**config.mk**
```make
export PLATFORM = sky130hd
export DESIGN_NAME = hazard_ctrl
export DESIGN_NICKNAME = d
export VERILOG_FILES = /design/src/rtl/pipe_ctrl_pkg.sv /design/src/rtl/sat_counter.sv /design/src/rtl/hazard_ctrl.sv
export SDC_FILE = /design/constraint.sdc
export NUM_CORES = 1
export LEC_CHECK = 0
export ABC_AREA = 1
export CORE_UTILIZATION = 53
export CTS_BUF_LIST = sky130_fd_sc_hd__clkbuf_16
export DETAILED_ROUTE_END_ITERATION = 10
export PLACE_DENSITY = 0.81
export SYNTH_ARGS = -nofsm -noshare
export SYNTH_HDL_FRONTEND = slang
export SYNTH_SLANG_ARGS = --single-unit
export TNS_END_PERCENT = 100
```
**constraint.sdc**
```tcl
create_clock -name clk -period 1.85 [get_ports clk]
set_input_delay 0.37 -clock clk [delete_from_list [all_inputs] [get_ports clk]]
set_output_delay 0.37 -clock clk [all_outputs]
set_load 0.01 [all_outputs]
```
**src/rtl/pipe_ctrl_pkg.sv**
```systemverilog
// Shared types and constants for the IF/DE/MW pipeline control logic.
package pipe_ctrl_pkg;

    typedef enum logic [1:0] {
        RUN,
        MEM_WAIT,
        REDIRECT
    } state_t;

    localparam logic [4:0] REG_X0 = 5'd0;

endpackage

```
**src/rtl/sat_counter.sv**
```systemverilog
// Event counter that sticks at all-ones instead of wrapping.
module sat_counter #(
    parameter int W = 32
) (
    input  logic         clk,
    input  logic         rst,
    input  logic         inc,
    output logic [W-1:0] q
);

    always_ff @(posedge clk or negedge rst) begin
        if (!rst) begin
            q <= '0;
        end else if (inc && (q != '1)) begin
            q <= q + W'(1);
        end
    end

endmodule

```
**src/rtl/hazard_ctrl.sv**
```systemverilog
// Pipeline sequencer: MW memory holds, DE branch bubbles,
// MW->DE forwarding selects and stall/flush performance counters.
module hazard_ctrl
    import pipe_ctrl_pkg::*;
#(
    parameter int FLUSH_CYC   = 1,
    parameter int MEM_TIMEOUT = 16,
    parameter int CNT_W       = 32
) (
    input  logic             clk,
    input  logic             rst,
    input  logic [4:0]       rs1_DE,
    input  logic [4:0]       rs2_DE,
    input  logic [4:0]       rd_MW,
    input  logic             reg_wr_MW,
    input  logic             dmem_req_MW,
    input  logic             dmem_ready,
    input  logic             br_taken,
    output logic             stall_IF,
    output logic             Control_stall,
    output logic             flush_DE,
    output logic             mem_abort,
    output logic             fwd_a,
    output logic             fwd_b,
    output logic             mem_err,
    output logic [CNT_W-1:0] stall_cycles,
    output logic [CNT_W-1:0] flush_cycles
);

    localparam int WW = $clog2(MEM_TIMEOUT);
    localparam logic [WW-1:0] WAIT_LAST  = WW'(MEM_TIMEOUT - 1);
    localparam logic [2:0]    FLUSH_LAST = 3'(FLUSH_CYC - 1);

    state_t        state;
    state_t        state_nxt;
    logic [WW-1:0] wait_cnt;
    logic [WW-1:0] wait_nxt;
    logic [2:0]    flush_cnt;
    logic [2:0]    flush_nxt;
    logic          abort_raw;
    logic          mem_hold;
    logic          flush_raw;
    logic          fwd_a_raw;
    logic          fwd_b_raw;

    assign abort_raw = (state == MEM_WAIT)
                     && (wait_cnt == WAIT_LAST)
                     && !dmem_ready;

    assign mem_hold = dmem_req_MW && !dmem_ready && !abort_raw;

    assign fwd_a_raw = reg_wr_MW
                     && (rd_MW != REG_X0)
                     && (rd_MW == rs1_DE);
    assign fwd_b_raw = reg_wr_MW
                     && (rd_MW != REG_X0)
                     && (rd_MW == rs2_DE);

    // Outputs are forced low while reset is held, not just after the edge.
    assign stall_IF      = rst && mem_hold;
    assign Control_stall = rst && mem_hold;
    assign flush_DE      = rst && flush_raw;
    assign mem_abort     = rst && abort_raw;
    assign fwd_a         = rst && fwd_a_raw;
    assign fwd_b         = rst && fwd_b_raw;

    always_comb begin
        state_nxt = state;
        wait_nxt  = wait_cnt;
        flush_nxt = flush_cnt;
        flush_raw = 1'b0;
        unique case (state)
            RUN, MEM_WAIT: begin
                if (mem_hold) begin
                    state_nxt = MEM_WAIT;
                    if (state == RUN) begin
                        wait_nxt = WW'(1);
                    end else begin
                        wait_nxt = wait_cnt + WW'(1);
                    end
                end else begin
                    // Leaving a wait frees DE, so a pending branch acts now.
                    state_nxt = RUN;
                    wait_nxt  = '0;
                    if (br_taken) begin
                        flush_raw = 1'b1;
                        if (FLUSH_CYC > 1) begin
                            state_nxt = REDIRECT;
                            flush_nxt = 3'd1;
                        end
                    end
                end
            end
            REDIRECT: begin
                flush_raw = 1'b1;
                if (!mem_hold) begin
                    if (flush_cnt == FLUSH_LAST) begin
                        state_nxt = RUN;
                        flush_nxt = 3'd0;
                    end else begin
                        flush_nxt = flush_cnt + 3'd1;
                    end
                end
            end
            default: begin
                state_nxt = RUN;
            end
        endcase
    end

    always_ff @(posedge clk or negedge rst) begin
        if (!rst) begin
            state     <= RUN;
            wait_cnt  <= '0;
            flush_cnt <= 3'd0;
            mem_err   <= 1'b0;
        end else begin
            state     <= state_nxt;
            wait_cnt  <= wait_nxt;
            flush_cnt <= flush_nxt;
            if (abort_raw) begin
                mem_err <= 1'b1;
            end
        end
    end

    sat_counter #(
        .W (CNT_W)
    ) u_stall_cnt (
        .clk (clk),
        .rst (rst),
        .inc (Control_stall),
        .q   (stall_cycles)
    );

    sat_counter #(
        .W (CNT_W)
    ) u_flush_cnt (
        .clk (clk),
        .rst (rst),
        .inc (flush_DE),
        .q   (flush_cycles)
    );

endmodule
```
==> results.md <==
* Width of the die at 97.4 um
* Num Clock Sinks at 70
* Top-area cell type share of the netlist area at 36.3%
* Initial DRC count at 252
* Required time at the worst-slack endpoint at 1.48 ns
* Antenna Diode Count at 0
* NumNets Final at 913
* Max-cap violations at 0
* CTS tree: yes
* Placed Cells at 975
* Longest Clk Path Bufs at 2
* Maximum level of the CTS H-tree at 3
* RSZ-0062 raised after global routing: yes
* Finished Cell Area at 6380 um2
* GRT Resource Usage Total at 29.9%
* Final worst slack at -0.0203 ns
* Signal arrival time at the worst endpoint at 1.50 ns
* Starting density of the core at 55.1%
* Syn_nets at 783
* Type of origin of the critical path: flip-flop
* Setup tns final at -0.0203 ns
* Static power due to leakage at 3.04 nW
* Worst hold slack at 0.102 ns
* Non-filler instance count after layout at 1002
* Synth area leader: sky130_fd_sc_hd__dfrtp_1
* Highest clock frequency the design can meet at 535 MHz
* Number of hold violations in the final report at 0
* CORE AREA at 8760 um2
* Cell area power density at 638 nW/um2
* Clock slew at reported path FFs at 0.06 ns
* VDD IR max at 0.577 mV
* Avg Synthesized Cell Area at 6.36 um2
* Half-perimeter wire length of the detailed placement result at 9930 um
* Global placer's final weighted congestion at 0.994
* Status: complete, but fails checks
* Violated checks: setup timing
* Count of warnings emitted by yosys at 0
* Vias per inst at 5.24
* First-pass GRT wire length at 23100 um
* Cell area reported after detailed placement at 5970 um2
* Post-synthesis to final-layout area growth at 32.1%
* Most common library cell in the layout ignoring fill and taps: sky130_fd_sc_hd__nand2_1
* Total Die Area at 9490 um2
* Ratio of final minimum period to clock period at 101%
* Worst setup timing slack at the placement stage at -0.437 ns
* Detailed-route wire length at 13400 um
* Number of antenna violations at the first check in global routing at 0
* Post-detailed-route DRC marker count at 0
* Clock latency of the later-clocked register in the worst-skew pair at 0.34 ns
* Worst Tran Pin Value at 0.641 ns
* Total design power at 4.07 mW
* Mapped Cells at 759
* Buffers added on ports at 91
* Fraction of the core area covered by cells at the end of the flow at 72.8%
* DR vias at 5246
* Post-synthesis register bit count at 70
* Setup CP Type: flip-flop to output port
* Number of iterations in the first detailed-routing pass at 5
* Leading post-synthesis cells by cell area: sky130_fd_sc_hd__dfrtp_1 36%, sky130_fd_sc_hd__nand2_1 30%, sky130_fd_sc_hd__nor2_1 8.9%
* Total count of max-transition violations in the final report at 0
* Boundary pin count at 92
* Die height at 97.4 um
* GR Overflow Total at 0
* Min Tclk post-route at 1.87 ns
* Share of synthesized area occupied by flip-flops and latches at 36.3%
* Largest net degree at the start of global routing at 50
* CTS Hold Bufs at 0
* Critical path endpoint category: output port
* Placement row count at 34
* Worst clock skew at 0.00734 ns
* Library cells used by synthesis at 26
* Number of routed nets with antenna violations at 0
* Crit path max fanout at 2
* Detailed-route wire length per cell at 13.4 um
* Buffer type at the clock tree root: sky130_fd_sc_hd__clkbuf_16
* Number of buffers created by CTS at 9
* Rel. slew slack at 57.3%
* Highest-count cells in the layout ignoring fill and taps: 379 x sky130_fd_sc_hd__nand2_1, 111 x sky130_fd_sc_hd__nor2_1, 74 x sky130_fd_sc_hd__clkdlybuf4s50_1, 69 x sky130_fd_sc_hd__dfrtp_1, 61 x sky130_fd_sc_hd__inv_1
* Final number of setup-violating endpoints at 1
* Synth Cell Area at 4830 um2
* Via count of the first global-routing pass at 5089
* Fraction of layout instances using a drive strength above 1 at 10.2%
* Path class of the lowest-slack min-delay path: primary input to asynchronous set/reset pin
[where the power goes]
group,internal (mW),switching (mW)
Clock,1.02,0.662
Sequential,1.61,0.0974
Combinational,0.343,0.336
[cell usage after synthesis, drive strengths merged]
master,instances
nand3b,6
inv,62
nand2,392
nor2,122
nand4,7
ha,3
xor2,19
nor3b,1
xnor2,15
nand3,35
a21oi,3
nor3,3
buf,11
o21ai,9
o2111ai,1
dfrtp,70
[area by class of cell]
cell class / instances / area, um2
fillers: 724 / 2390
well taps: 108 / 135
repair buffers: 130 / 1200
inverters: 62 / 240
clock buffers: 9 / 225
flip-flops and latches: 70 / 1750
clock inverters: 7 / 58.8
multi-input cells: 616 / 2760
[routing by layer]
layer,vias to the layer above,global-route usage [%],share of wire [%]
met3,45,4.82,5.6
met1,2432,36.8,41
met5,-,0,0
met2,193,50.5,49
met4,0,15.6,3.8
li1,2576,-,-
[sequential cells by signal, summed over array words and instances (netlist names)]
name,flops
u_stall_cnt.q,32
wait_cnt,4
u_flush_cnt.q,32
mem_err,1
state,1
[kinds of logic after synthesis]
group	count (synthesis)	share of synthesized area (%)
and+or+nand+nor	566	48.1
adders and majority gates	3	0.778
DFF	70	36.3
AOI/OAI and AO/OA	13	1.43
xor gates and xnor gates	34	6.17
buffers and inverters	73	7.18
[final timing paths]
path / slack [ns] / end / start / cells after the start
min reg2reg: 0.47 / mem_err / mem_err / 2
max reg2reg: 0.10 / u_stall_cnt.q[29] / wait_cnt[0] / 11
max in group asynchronous: 1.15 / u_stall_cnt.q[26] / rst / 2
max: -0.02 / mem_abort / wait_cnt[0] / 7
min in group clk: 0.47 / mem_err / mem_err / 2
min: 0.10 / mem_err / rst / 2
[repair_timing]
item / CTS / global route
setup buffers: 2 / 9
pin swaps: 8 / 12
endpoints found under the setup margin: 6 / 64
resized for setup: 38 / 15
[critical path: stages (launching register included)]
cell and delay [ns]:
sky130_fd_sc_hd__dfrtp_1 0.37, sky130_fd_sc_hd__ha_2 0.21, sky130_fd_sc_hd__nand2_2 0.06, sky130_fd_sc_hd__nor2_2 0.10, sky130_fd_sc_hd__nand2_2 0.09, sky130_fd_sc_hd__buf_6 0.12
sky130_fd_sc_hd__nor2_1 0.09, sky130_fd_sc_hd__buf_2 0.14
Power figures use the tool's default switching activity.
